`config.mk`:
```
export PLATFORM = sky130hd
export DESIGN_NAME = axi4lite_master
export DESIGN_NICKNAME = d
export VERILOG_FILES = /design/src/rtl/axi4lite_pkg.sv /design/src/rtl/axi4lite_master.sv
export SDC_FILE = /design/constraint.sdc
export NUM_CORES = 1
export LEC_CHECK = 0
export BUFFER_PORTS_ARGS = -buffer_cell sky130_fd_sc_hd__buf_4
export CAP_MARGIN = 30
export CORE_MARGIN = 4
export CORE_UTILIZATION = 47
export CTS_CLUSTER_SIZE = 24
export DETAILED_ROUTE_END_ITERATION = 8
export GPL_ROUTABILITY_DRIVEN = 1
export PLACE_DENSITY = 0.79
export SYNTH_ARGS = -nofsm -noshare
export SYNTH_HDL_FRONTEND = slang
export SYNTH_SLANG_ARGS = --single-unit
```
`constraint.sdc`:
```
create_clock -name ACLK -period 2.05 [get_ports ACLK]
set_input_delay 0.1025 -clock ACLK [delete_from_list [all_inputs] [get_ports ACLK]]
set_output_delay 0.1025 -clock ACLK [all_outputs]
set_load 0.02 [all_outputs]
```
`src/rtl/axi4lite_pkg.sv`:
```
// Shared AXI4-Lite definitions: response codes, AxPROT bit positions and the
// master FSM state encoding.
package axi4lite_pkg;

    localparam logic [1:0] OKAY   = 2'b00;
    localparam logic [1:0] EXOKAY = 2'b01;
    localparam logic [1:0] SLVERR = 2'b10;
    localparam logic [1:0] DECERR = 2'b11;

    localparam int PRIV   = 0;
    localparam int NONSEC = 1;
    localparam int INSTR  = 2;

    // Prefixed so the members never collide with AXI port names such as RDATA.
    typedef enum logic [2:0] {
        S_IDLE,
        S_WR,
        S_WRESP,
        S_RADDR,
        S_RDATA,
        S_RSP
    } master_state_t;

endpackage

```
`src/rtl/axi4lite_master.sv`:
```
// Single-outstanding AXI4-Lite master: turns one command into AW/W/B or AR/R
// traffic and returns a single registered response.
module axi4lite_master
    import axi4lite_pkg::*;
#(
    parameter int WIDTH = 32,
    parameter int STRB  = WIDTH / 8
) (
    input  logic             ACLK,
    input  logic             ARESETn,
    input  logic             cmd_valid,
    output logic             cmd_ready,
    input  logic             cmd_write,
    input  logic [WIDTH-1:0] cmd_addr,
    input  logic [WIDTH-1:0] cmd_wdata,
    input  logic [STRB-1:0]  cmd_wstrb,
    input  logic [2:0]       cmd_prot,
    output logic             rsp_valid,
    input  logic             rsp_ready,
    output logic             rsp_write,
    output logic [WIDTH-1:0] rsp_rdata,
    output logic [1:0]       rsp_resp,
    output logic             AWVALID,
    input  logic             AWREADY,
    output logic [WIDTH-1:0] AWADDR,
    output logic [2:0]       AWPROT,
    output logic             WVALID,
    input  logic             WREADY,
    output logic [WIDTH-1:0] WDATA,
    output logic [STRB-1:0]  WSTRB,
    input  logic             BVALID,
    output logic             BREADY,
    input  logic [1:0]       BRESP,
    output logic             ARVALID,
    input  logic             ARREADY,
    output logic [WIDTH-1:0] ARADDR,
    output logic [2:0]       ARPROT,
    input  logic             RVALID,
    output logic             RREADY,
    input  logic [WIDTH-1:0] RDATA,
    input  logic [1:0]       RRESP
);

    master_state_t    state, state_nxt;
    logic             aw_done, aw_done_nxt, w_done, w_done_nxt;
    logic             awvalid_nxt, wvalid_nxt, bready_nxt, arvalid_nxt, rready_nxt;
    logic [WIDTH-1:0] awaddr_nxt, wdata_nxt, araddr_nxt, rsp_rdata_nxt;
    logic [STRB-1:0]  wstrb_nxt;
    logic [2:0]       awprot_nxt, arprot_nxt;
    logic             rsp_valid_nxt, rsp_write_nxt;
    logic [1:0]       rsp_resp_nxt;

    // Gated with the reset so cmd_ready is low while the block is held in reset.
    assign cmd_ready = ARESETn && (state == S_IDLE);

    always_ff @(posedge ACLK or negedge ARESETn) begin
        if (!ARESETn) begin
            state     <= S_IDLE;
            aw_done   <= 1'b0;
            w_done    <= 1'b0;
            AWVALID   <= 1'b0;
            AWADDR    <= '0;
            AWPROT    <= '0;
            WVALID    <= 1'b0;
            WDATA     <= '0;
            WSTRB     <= '0;
            BREADY    <= 1'b0;
            ARVALID   <= 1'b0;
            ARADDR    <= '0;
            ARPROT    <= '0;
            RREADY    <= 1'b0;
            rsp_valid <= 1'b0;
            rsp_write <= 1'b0;
            rsp_rdata <= '0;
            rsp_resp  <= '0;
        end else begin
            state     <= state_nxt;
            aw_done   <= aw_done_nxt;
            w_done    <= w_done_nxt;
            AWVALID   <= awvalid_nxt;
            AWADDR    <= awaddr_nxt;
            AWPROT    <= awprot_nxt;
            WVALID    <= wvalid_nxt;
            WDATA     <= wdata_nxt;
            WSTRB     <= wstrb_nxt;
            BREADY    <= bready_nxt;
            ARVALID   <= arvalid_nxt;
            ARADDR    <= araddr_nxt;
            ARPROT    <= arprot_nxt;
            RREADY    <= rready_nxt;
            rsp_valid <= rsp_valid_nxt;
            rsp_write <= rsp_write_nxt;
            rsp_rdata <= rsp_rdata_nxt;
            rsp_resp  <= rsp_resp_nxt;
        end
    end

    always_comb begin
        state_nxt     = state;
        aw_done_nxt   = aw_done;
        w_done_nxt    = w_done;
        awvalid_nxt   = AWVALID;
        awaddr_nxt    = AWADDR;
        awprot_nxt    = AWPROT;
        wvalid_nxt    = WVALID;
        wdata_nxt     = WDATA;
        wstrb_nxt     = WSTRB;
        bready_nxt    = BREADY;
        arvalid_nxt   = ARVALID;
        araddr_nxt    = ARADDR;
        arprot_nxt    = ARPROT;
        rready_nxt    = RREADY;
        rsp_valid_nxt = rsp_valid;
        rsp_write_nxt = rsp_write;
        rsp_rdata_nxt = rsp_rdata;
        rsp_resp_nxt  = rsp_resp;

        unique case (state)
            S_IDLE: begin
                if (cmd_valid) begin
                    if (cmd_write) begin
                        awaddr_nxt  = cmd_addr;
                        awprot_nxt  = cmd_prot;
                        wdata_nxt   = cmd_wdata;
                        wstrb_nxt   = cmd_wstrb;
                        awvalid_nxt = 1'b1;
                        wvalid_nxt  = 1'b1;
                        aw_done_nxt = 1'b0;
                        w_done_nxt  = 1'b0;
                        state_nxt   = S_WR;
                    end else begin
                        araddr_nxt  = cmd_addr;
                        arprot_nxt  = cmd_prot;
                        arvalid_nxt = 1'b1;
                        state_nxt   = S_RADDR;
                    end
                end
            end
            // AW and W complete independently; the sticky flags let either order work.
            S_WR: begin
                if (AWVALID && AWREADY) begin
                    awvalid_nxt = 1'b0;
                    aw_done_nxt = 1'b1;
                end
                if (WVALID && WREADY) begin
                    wvalid_nxt = 1'b0;
                    w_done_nxt = 1'b1;
                end
                if (aw_done_nxt && w_done_nxt) begin
                    bready_nxt = 1'b1;
                    state_nxt  = S_WRESP;
                end
            end
            S_WRESP: begin
                if (BVALID && BREADY) begin
                    bready_nxt    = 1'b0;
                    rsp_valid_nxt = 1'b1;
                    rsp_write_nxt = 1'b1;
                    rsp_rdata_nxt = '0;
                    rsp_resp_nxt  = BRESP;
                    state_nxt     = S_RSP;
                end
            end
            S_RADDR: begin
                if (ARVALID && ARREADY) begin
                    arvalid_nxt = 1'b0;
                    rready_nxt  = 1'b1;
                    state_nxt   = S_RDATA;
                end
            end
            S_RDATA: begin
                if (RVALID && RREADY) begin
                    rready_nxt    = 1'b0;
                    rsp_valid_nxt = 1'b1;
                    rsp_write_nxt = 1'b0;
                    rsp_rdata_nxt = RDATA;
                    rsp_resp_nxt  = RRESP;
                    state_nxt     = S_RSP;
                end
            end
            S_RSP: begin
                if (rsp_ready) begin
                    rsp_valid_nxt = 1'b0;
                    state_nxt     = S_IDLE;
                end
            end
            default: state_nxt = S_IDLE;
        endcase
    end

endmodule

```
==> parameters.txt, run 1 <==
Parameter                              Value

Route
  Detailed Route WL ... 17.7 mm
  Number of vias after detailed routing ... 4,705
  Vias per cell ... 4.99
  Count of TritonRoute iterations in the first routing pass ... 4
  WL per Instance ... 18.8 microns
  Remaining antenna violation count after routing ... 0
  Iteration-0 DRC count of the detailed router ... 216
  DRC violations left ... 0

Worst setup path
  Sort of element at the start of the critical path ... flip-flop
  Worst R2R Setup Slack ... 0.23 ns
  Start of the worst register-to-register path ... state[1]$_DFFE_PN0P_
  Crit-path cells ... nor3_4 > nor3b_4 > buf_12 > mux2_1
  Element type at the critical path end ... flip-flop
  Maximum fanout along the worst path ... 26
  Worst R2R End ... ARADDR[13]$_DFFE_PN0P_
  Slowest-stage cell, CP ... dfrtp_1
  Arrival time at the worst endpoint ... 2.11 ns
  Category of cells accounting for the largest share of critical-path delay ... simple AND/OR/NAND/NOR gates
  Required time reported for the critical path endpoint ... 2.33 ns
  Class of the most critical setup path ... reg2reg
  R2R depth ... 4
  Crit path buf inv count ... 1
  Delay of the slowest critical-path stage ... 0.48 ns

Synthesis
  Average cell area after synthesis ... 16.0 sq um
  Post-Syn Area ... 6000 sq um
  Unique masters post-synth ... 27
  Area share of xor/xnor cells in the synthesized design ... 0%
  Post-Synthesis Net Count ... 493
  Register area share after synthesis ... 63.4%
  Synthesis warning total ... 0
  Async SR Flop Fraction ... 100%
  Main combinational cell family by area after synthesis ... multiplexers
  Number of flops mapped to enable cells by yosys ... 0
  Register bit total from synthesis ... 152
  Number of instances in the synthesized netlist ... 376
  Area fraction of the dominant cell type after synthesis ... 63.4%
  Post-synthesis mux area share ... 22.7%
  Most frequent cell after synthesis ... dfrtp_1
  Area share of fa/ha/maj cells after synthesis ... 0%
  Library cell with the largest summed area after synthesis ... dfrtp_1
  Post-synthesis simple-gate area fraction ... 2.71%
  Synth Flop Type ... dfrtp_1
  Area fraction in compound gates after synthesis ... 7.38%
  Most used standard cells in the synthesized netlist ... 152 x dfrtp_1, 40 x mux2_4, 34 x mux2_1
  Cell types with the largest area share after synthesis ... dfrtp_1 63%, mux2_4 10%, mux2_1 6.4%

CTS
  CTS tree ... built
  Post-CTS setup buffer count ... 0
  Insertion delay of the later-clocked pin in the worst-skew pair ... 0.41 ns
  Max Root-Sink Buffers ... 2
  Htree depth ... 4
  Clock-pin slew reported for the worst setup and hold paths after clock tree synthesis ... 0.06 ns
  Clock root buffer ... clkbuf_16
  Clock sink count ... 152
  Number of buffers added by the clock tree synthesis step ... 17

Die
  IO Count ... 265
  Die span in y ... 121 microns
  Starting density of the core ... 47.7%
  Core Footprint ... 12,600 sq um
  Die width ... 121 microns
  Placement Rows ... 41
  Area enclosed by the die boundary ... 14,600 sq um

Min path
  Critical hold path startpoint ... RVALID
  Hold Path Stages ... 4
  Hold Crit Class ... in2reg
  Hold Path Sink ... RREADY$_DFFE_PN0P_

Run status
  Result of the run ... completed

Cells and area
  Share of final-layout standard cells stronger than drive strength 1 ... 49.5%
  Total inserted antenna cells ... 0
  Final layout net count ... 876
  Count of filler cells inserted in the layout ... 734
  Area taken by multi-input logic gates ... 1990 sq um
  Sequential cell area in the final layout ... 3800 sq um
  Area growth, synth to finish ... 64.3%

Placed design
  HPWL after detailed placement ... 11.1 mm
  Post-Place Worst Slack ... 0.232 ns
  Port Buffers ... 264
  Weighted congestion reported at the end of routability-driven placement ... 0.778

Pwr
  P_leak ... 4.95 nW
  Final Total Pwr ... 15.7 mW
  Power density over the cells ... 1600 nW/um^2
  Worst IR drop on VDD ... 0.920 mV

Timing
  Setup ws final ... 0.229 ns
  Unrepaired setup endpoints after global routing ... no
  Clock period minus final worst setup slack ... 1.82 ns
  Share of the clock period used by the worst path after layout ... 88.8%
  Final count of negative-setup-slack endpoints ... 0
  Final hold violations ... 0
  Least-Margin Pin Slew ... 0.469 ns
  Worst Skew ... 0.00666 ns
  Max_slew headroom ... 68.8%
  Max Slew Vio Count ... 0
  Setup TNS ... 0 ns
  Peak clock frequency supported by timing ... 0.549 GHz

GRT
  Number of global-route vias before repair ... 5,172
  Remaining global-route overflow ... 0
  Total track usage ... 24.3%
  Maximum number of pins on one net before global-route repair ... 87
  First-pass GRT wire length ... 27.4 mm
  Number of antenna violations at the first check in global routing ... 0

Run
  Number of max-cap violations ... 0
## where the power goes
group / internal, mW / switching [mW]
clock network: 1.96 / 1.17
registers: 4.48 / 0.931
logic: 3.61 / 3.59
## metrics by stage
stage               utilization [%]  hold slack, ns  instances  cell area [sq um]
finish                         78.4          0.0242        942               9860
global route                   78.4          0.0454        942               9860
CTS                            78.4         0.00711        942               9860
detailed placement             64.9         0.00679        801               8160
global placement               64.9        -0.00122        801               8160
floorplan                         -          -0.193        376               6000
## cells in the final DEF (no fill, tap or decap), types with 2 or more instances in the layout
master         netlist  layout
buf_4                1     270
mux2_1              34      34
clkbuf_1             0       2
o21ai_0             10      10
a22o_1              32      32
nand4b_1             2       2
clkinvlp_4           0       2
clkinv_2             0       4
mux2i_1              2       2
clkbuf_16            0      17
clkbuf_8             0       2
nand3_1              4       3
dfrtp_1            152     152
dlygate4sd3_1        0     111
nor2_1               5       5
buf_12               0       4
mux2_4              40      40
nand2_1              8       8
bufinv_16            0       3
a21o_1               3       3
inv_1                9       9
mux2_2              32      32
a22oi_1              2       2
a21oi_1              7       7
nor3_4               2       2
## state kept, by name, indices dropped and copies added, names as in the netlist, 2 cells and up
register,count
AWPROT,3
ARPROT,3
rsp_resp,2
WDATA,32
state,3
rsp_rdata,32
ARADDR,32
WSTRB,4
AWADDR,32
## cell type report
type / count / area share [%]
sequential: 152 / 38.6
timing repair buffer: 386 / 32.8
multi-input combinational: 193 / 20.2
clock buffer: 21 / 4.67
tap: 172 / 2.18
clock inverter: 9 / 1.27
inverter: 9 / 0.343
## worst min-delay path: cells and delay by family
| kind | cells | cell delay (ns) |
|---|---|---|
| compound gates | 2 | 0.12 |
| buf+inv | 2 | 0.17 |
## kinds of logic after synthesis
| group | after synthesis |
|---|---|
| simple gates | 26 |
| mux | 108 |
| buf+inv | 31 |
| flops | 152 |
| compound gates | 59 |
## what timing repair did
item	in CTS	in global routing
hold buffers	111	0
endpoints found under the hold margin	175	0
endpoints found under the setup margin	0	1
resized for setup	0	1
## how the worst max path moves through the flow
stage	to	start	cells after the start	slack (ns)
floorplan	ARADDR[10]$_DFFE_PN0P_	state[2]$_DFFE_PN0P_	6	0.44
global placement	ARADDR[2]$_DFFE_PN0P_	state[1]$_DFFE_PN0P_	4	0.31
detailed placement	WDATA[20]$_DFFE_PN0P_	state[1]$_DFFE_PN0P_	4	0.23
CTS	rsp_resp[1]$_DFFE_PN0P_	state[1]$_DFFE_PN0P_	4	0.13
global route	rsp_resp[0]$_DFFE_PN0P_	state[1]$_DFFE_PN0P_	4	0.11
finish	ARADDR[13]$_DFFE_PN0P_	state[1]$_DFFE_PN0P_	4	0.23
## layer usage
layer	up-vias	share of wire (%)	routed length [microns]	GRT usage, %
met2	206	51	9000	41.4
met5	-	0	0	0
met1	2337	37	6550	27.9
met3	45	8.3	1460	7.79
li1	2117	-	-	-
met4	0	3.8	672	11.2
No activity file was read; power rests on OpenSTA's default activity.
==> inputs of run 2 (changes only) <==
CORE_UTILIZATION = 40   (was 47)
PLACE_DENSITY = 0.68   (was 0.79)
SLEW_MARGIN = 20   (was not set)
==> run 2 against run 1 <==
Wire length shrank 7.0%; combinational power decreased by 0.7%; maximum frequency is 4.0% lower; utilization fell by 11 points; first-iteration DRC count down 8.8%; sequential power shrank 1%; final area barely moved.
==> parameters.txt, run 2 (synthesized netlist as in run 1, its figures left out) <==
Parameter                              Value

Run status
  Result of the run ... completed

Run
  Number of max-cap violations ... 0

Route
  Remaining antenna violation count after routing ... 0
  Number of vias after detailed routing ... 4,562
  Count of TritonRoute iterations in the first routing pass ... 4
  DRC violations left ... 0
  Detailed Route WL ... 16.4 mm
  Iteration-0 DRC count of the detailed router ... 197
  WL per Instance ... 17.2 microns
  Vias per cell ... 4.76

CTS
  Clock-pin slew reported for the worst setup and hold paths after clock tree synthesis ... 0.06 ns
  Post-CTS setup buffer count ... 0
  Max Root-Sink Buffers ... 2
  Insertion delay of the later-clocked pin in the worst-skew pair ... 0.41 ns
  Number of buffers added by the clock tree synthesis step ... 17
  Clock sink count ... 152
  Htree depth ... 4
  Clock root buffer ... clkbuf_16
  CTS tree ... built

Placed design
  HPWL after detailed placement ... 11.1 mm
  Weighted congestion reported at the end of routability-driven placement ... 0.789
  Port Buffers ... 264
  Dpl cells ... 813

Cells and area
  Non-filler cells in the finished layout ... 958
  Final layout net count ... 877
  Count of filler cells inserted in the layout ... 1,034
  Area growth, synth to finish ... 64.3%
  Sequential cell area in the final layout ... 3800 sq um
  Commonest non-fill, non-tap cells in the layout ... 272 x buf_4, 152 x dfrtp_1, 112 x dlygate4sd3_1, 40 x mux2_4, 34 x mux2_1
  Leading cell type in the layout, fill and taps excluded ... buf_4
  Area taken by multi-input logic gates ... 1990 sq um
  Share of final-layout standard cells stronger than drive strength 1 ... 49.5%

Timing
  Worst Skew ... 0.00770 ns
  Max Slew Vio Count ... 0
  Peak clock frequency supported by timing ... 0.527 GHz
  Least-Margin Pin Slew ... 0.697 ns
  Share of the clock period used by the worst path after layout ... 92.5%
  Unrepaired setup endpoints after global routing ... no
  Setup TNS ... 0 ns
  Final count of negative-setup-slack endpoints ... 0
  Clock period minus final worst setup slack ... 1.90 ns
  Max_slew headroom ... 53.5%
  Final hold violations ... 0

GRT
  Remaining global-route overflow ... 0
  Number of antenna violations at the first check in global routing ... 1
  Maximum number of pins on one net before global-route repair ... 90
  Number of global-route vias before repair ... 5,128
  First-pass GRT wire length ... 25.7 mm
  Total track usage ... 19.3%

Worst setup path
  Maximum fanout along the worst path ... 8
  Start of the worst register-to-register path ... state[1]$_DFFE_PN0P_
  CP endpoint ... rsp_resp[0]$_DFFE_PN0P_
  Sort of element at the start of the critical path ... flip-flop
  Slowest-stage cell, CP ... dlygate4sd3_1
  Worst R2R Setup Slack ... 0.15 ns
  Element type at the critical path end ... flip-flop
  Required time reported for the critical path endpoint ... 2.32 ns
  Category of cells accounting for the largest share of critical-path delay ... buffers and inverters
  R2R depth ... 6
  Delay of the slowest critical-path stage ... 0.56 ns
  Worst R2R End ... rsp_resp[0]$_DFFE_PN0P_
  Most used cell, CP ... buf_4
  Cell count along the critical path ... 6
  Class of the most critical setup path ... reg2reg
  Crit path buf inv count ... 3
  Launch point of the critical path ... state[1]$_DFFE_PN0P_
  Crit-path cells ... buf_4 > nand2b_1 > buf_4 > mux2i_1 > dlygate4sd3_1 > o21ai_0
  Arrival time at the worst endpoint ... 2.17 ns

Die
  IO Count ... 265
  Core Footprint ... 14,600 sq um
  Starting density of the core ... 41.1%
  Die width ... 130 microns
  Area enclosed by the die boundary ... 17,000 sq um
  Placement Rows ... 44
  Die span in y ... 130 microns

Min path
  Hold Crit Class ... in2reg
  Hold Path Stages ... 3

Pwr
  Power density over the cells ... 1580 nW/um^2
  Worst IR drop on VDD ... 0.957 mV
  P_leak ... 4.92 nW
==> run 2: changes by cell type in the layout (fill, tap and decap cells not counted), sizes merged <==
cell         delta
clkinv          -1
inv             +2
bufinv          -1
clkinvlp        +4
dlygate4sd3     +1
clkbuf          -2
diode           +1
==> run 2: cell type report <==
| cell class | instances | area share, % |
|---|---|---|
| flip-flops and latches | 152 | 38.6 |
| repair buffers | 387 | 32.6 |
| multi-input cells | 193 | 20.2 |
| clock buffers | 19 | 4.49 |
| well taps | 184 | 2.33 |
| clock inverters | 13 | 1.47 |
| inverters | 9 | 0.343 |
| diodes | 1 | 0.0254 |
==> run 2: routing by layer <==
layer / vias up / GRT usage [%] / wire length (microns)
li1: 2113 / - / -
met1: 2220 / 22.4 / 6290
met2: 197 / 31.6 / 8110
met3: 32 / 7.28 / 1530
met4: 0 / 9.68 / 505
met5: - / 0 / 0
==> run 2: per-stage QoR <==
stage	cell area (sq um)	hold slack, ns	total power [mW]	utilization, %	setup slack [ns]
6_report	9860	0.0281	15.6	67.6	0.153
5_1_grt	9860	0.0592	16.4	67.6	0.0657
4_1_cts	9860	0.00929	15.7	67.6	0.201
3_5_place_dp	8150	-0.0478	12.4	55.9	0.328
3_3_place_gp	8150	-0.0460	12.2	55.9	0.383
2_1_floorplan	6000	-0.193	9.21	-	0.437
==> run 2: worst min path at each step <==
| stage | startpoint | endpoint |
|---|---|---|
| after floorplan | ARESETn | ARADDR[0]$_DFFE_PN0P_ |
| after global placement | ARESETn | ARADDR[22]$_DFFE_PN0P_ |
| after detailed placement | ARESETn | ARADDR[13]$_DFFE_PN0P_ |
| after CTS | RVALID | RREADY$_DFFE_PN0P_ |
| after global routing | RVALID | RREADY$_DFFE_PN0P_ |
| final | rsp_ready | state[2]$_DFFE_PN0P_ |
==> run 2: timing repair <==
item                                   CTS  global route
gates resized for setup                  0             0
endpoints found under the hold margin  298             0
hold buffers                           112             0
==> run 2: tightest hold or removal path, stage by stage <==
cell and delay [ns]:
buf_4 0.09, a21o_1 0.10, o21ai_0 0.08
==> run 2: power breakdown <==
part,internal [mW],total (mW),switching (mW)
Combinational,3.60,7.15,3.54
Clock,1.83,3.06,1.22
Sequential,4.47,5.35,0.879
==> inputs of run 3 (changes only) <==
MAX_ROUTING_LAYER = met4   (was not set)
==> run 3 against run 2 <==
Sequential power hardly changed; via count up 0.26%; die area did not move; register-to-register slack is essentially flat; final area is the same; clock power about the same; worst hold slack improved by 0.0014 ns; worst setup slack improved by 0.0015 ns; sequential share of layout area unchanged; highest routed layer unchanged.
==> parameters.txt, run 3 (synthesized netlist as in run 1, its figures left out) <==
Parameter                              Value

Timing
  Final hold violations ... 0
  Unrepaired setup endpoints after global routing ... no
  Clock period minus final worst setup slack ... 1.90 ns
  Least-Margin Pin Slew ... 0.698 ns
  Worst Skew ... 0.00793 ns
  Peak clock frequency supported by timing ... 0.528 GHz
  Share of the clock period used by the worst path after layout ... 92.4%
  Setup TNS ... 0 ns
  Max Slew Vio Count ... 0
  Max_slew headroom ... 53.5%
  Final count of negative-setup-slack endpoints ... 0

Min path
  Hold Path Stages ... 3
  Hold Path Sink ... state[2]$_DFFE_PN0P_
  Critical hold path startpoint ... rsp_ready
  Hold Crit Class ... in2reg

Cells and area
  Non-filler cells in the finished layout ... 958
  Commonest non-fill, non-tap cells in the layout ... 272 x buf_4, 152 x dfrtp_1, 112 x dlygate4sd3_1, 40 x mux2_4, 34 x mux2_1
  Area growth, synth to finish ... 64.3%
  Share of final-layout standard cells stronger than drive strength 1 ... 49.5%
  Leading cell type in the layout, fill and taps excluded ... buf_4
  Final layout net count ... 877

CTS
  Max Root-Sink Buffers ... 2
  Clock root buffer ... clkbuf_16
  Clock sink count ... 152
  Insertion delay of the later-clocked pin in the worst-skew pair ... 0.41 ns
  Clock-pin slew reported for the worst setup and hold paths after clock tree synthesis ... 0.06 ns
  Post-CTS setup buffer count ... 0
  CTS tree ... built
  Post_cts resized ... 0
  Htree depth ... 4
  Number of buffers added by the clock tree synthesis step ... 17
  Hold-fix buffers, CTS ... 112

Worst setup path
  Sort of element at the start of the critical path ... flip-flop
  Delay of the slowest critical-path stage ... 0.56 ns
  Worst R2R End ... rsp_resp[0]$_DFFE_PN0P_
  Worst R2R Setup Slack ... 0.15 ns
  Required time reported for the critical path endpoint ... 2.32 ns
  Class of the most critical setup path ... reg2reg
  Most used cell, CP ... buf_4
  Arrival time at the worst endpoint ... 2.17 ns
  Maximum fanout along the worst path ... 8
  Slowest-stage cell, CP ... dlygate4sd3_1
  Element type at the critical path end ... flip-flop
  Start of the worst register-to-register path ... state[1]$_DFFE_PN0P_
  R2R depth ... 6
  Crit-path cells ... buf_4 > nand2b_1 > buf_4 > mux2i_1 > dlygate4sd3_1 > o21ai_0

Route
  Detailed Route WL ... 16.5 mm
  Remaining antenna violation count after routing ... 0
  Vias per cell ... 4.77
  DRC violations left ... 0
  Count of TritonRoute iterations in the first routing pass ... 4
  Number of vias after detailed routing ... 4,574
  Iteration-0 DRC count of the detailed router ... 184
  WL per Instance ... 17.2 microns

Placed design
  Dpl cells ... 813
  Port Buffers ... 264
  HPWL after detailed placement ... 11.1 mm
  Weighted congestion reported at the end of routability-driven placement ... 0.800

Die
  Core Footprint ... 14,600 sq um
  Die span in y ... 130 microns
  IO Count ... 265
  Starting density of the core ... 41.1%
  Area enclosed by the die boundary ... 17,000 sq um
  Die width ... 130 microns
  Placement Rows ... 44

GRT
  Number of antenna violations at the first check in global routing ... 1
  Number of global-route vias before repair ... 5,135
  First-pass GRT wire length ... 25.6 mm
  Total track usage ... 20.0%
  Maximum number of pins on one net before global-route repair ... 90
  Remaining global-route overflow ... 0

Pwr
  Worst IR drop on VDD ... 0.957 mV
  Net Sw Frac ... 36.3%
  Combinational share of power ... 46.0%
  Power share of the clock group ... 19.6%
  Power Internal ... 9.91 mW
  Net switching component of the power ... 5.65 mW
  Power density over the cells ... 1580 nW/um^2
  P_leak ... 4.92 nW
  Part of the total power dissipated in sequential elements ... 34.4%

Run
  Number of max-cap violations ... 0

Run status
  Result of the run ... completed
==> run 3: cell counts in the layout (fill, tap and decap cells not counted) <==
No cell type changed its count.
==> run 3: per-stage QoR <==
| stage | utilization [%] | cell area, sq um | setup WS, ns | total power [mW] | hold WS (ns) |
|---|---|---|---|---|---|
| 4_1_cts | 67.6 | 9860 | 0.201 | 15.7 | 0.00929 |
| 6_report | 67.6 | 9860 | 0.155 | 15.6 | 0.0295 |
| 5_1_grt | 67.6 | 9860 | 0.0657 | 16.4 | 0.0568 |
| 3_3_place_gp | 55.9 | 8150 | 0.383 | 12.2 | -0.0460 |
| 2_1_floorplan | - | 6000 | 0.437 | 9.21 | -0.193 |
| 3_5_place_dp | 55.9 | 8150 | 0.328 | 12.4 | -0.0478 |
==> run 3: cell type report <==
type / instances / area, sq um
Clock buffer: 19 / 443
Tap cell: 184 / 230
Inverter: 9 / 33.8
Timing Repair Buffer: 387 / 3210
Antenna cell: 1 / 2.50
Multi-Input combinational cell: 193 / 1990
Fill cell: 1034 / 4730
Clock inverter: 13 / 145
Sequential cell: 152 / 3800
==> run 3: power groups by stage <==
stage                     combinational (mW)  clock (mW)  sequential (mW)
after floorplan                         2.18           0             7.03
after global placement                  6.92           0             5.29
after detailed placement                7.03           0             5.36
after CTS                               7.22        3.14             5.35
after global routing                    7.60        3.28             5.54
final                                   7.15        3.06             5.35
==> run 3: worst max path at each step <==
stage                               startpoint                       to  slack [ns]  depth (start not counted)
after global routing      state[1]$_DFFE_PN0P_  rsp_resp[0]$_DFFE_PN0P_        0.07                          6
after global placement    state[2]$_DFFE_PN0P_    ARPROT[2]$_DFFE_PN0P_        0.38                          4
final                     state[1]$_DFFE_PN0P_  rsp_resp[0]$_DFFE_PN0P_        0.15                          6
after detailed placement  state[2]$_DFFE_PN0P_   ARADDR[18]$_DFFE_PN0P_        0.33                          4
after floorplan           state[2]$_DFFE_PN0P_   ARADDR[10]$_DFFE_PN0P_        0.44                          6
after CTS                 state[1]$_DFFE_PN0P_  rsp_resp[1]$_DFFE_PN0P_        0.20                          6
==> run 3: routing by layer <==
metal / GRT usage [%] / part of all wire, % / vias up
li1: - / - / 2114
met1: 23.2 / 40 / 2226
met5: - / 0 / -
met2: 31.5 / 49 / 199
met4: 9.38 / 3.1 / 0
met3: 6.54 / 8.4 / 35
==> run 3: critical path, delay by kind of cell, from the launching register on <==
family / cells / cell delay, ns
flip-flops: 1 / 0.39
AND/OR/NAND/NOR: 1 / 0.18
buffers and inverters: 3 / 0.93
AO/OA/AOI/OAI: 1 / 0.07
multiplexers: 1 / 0.19
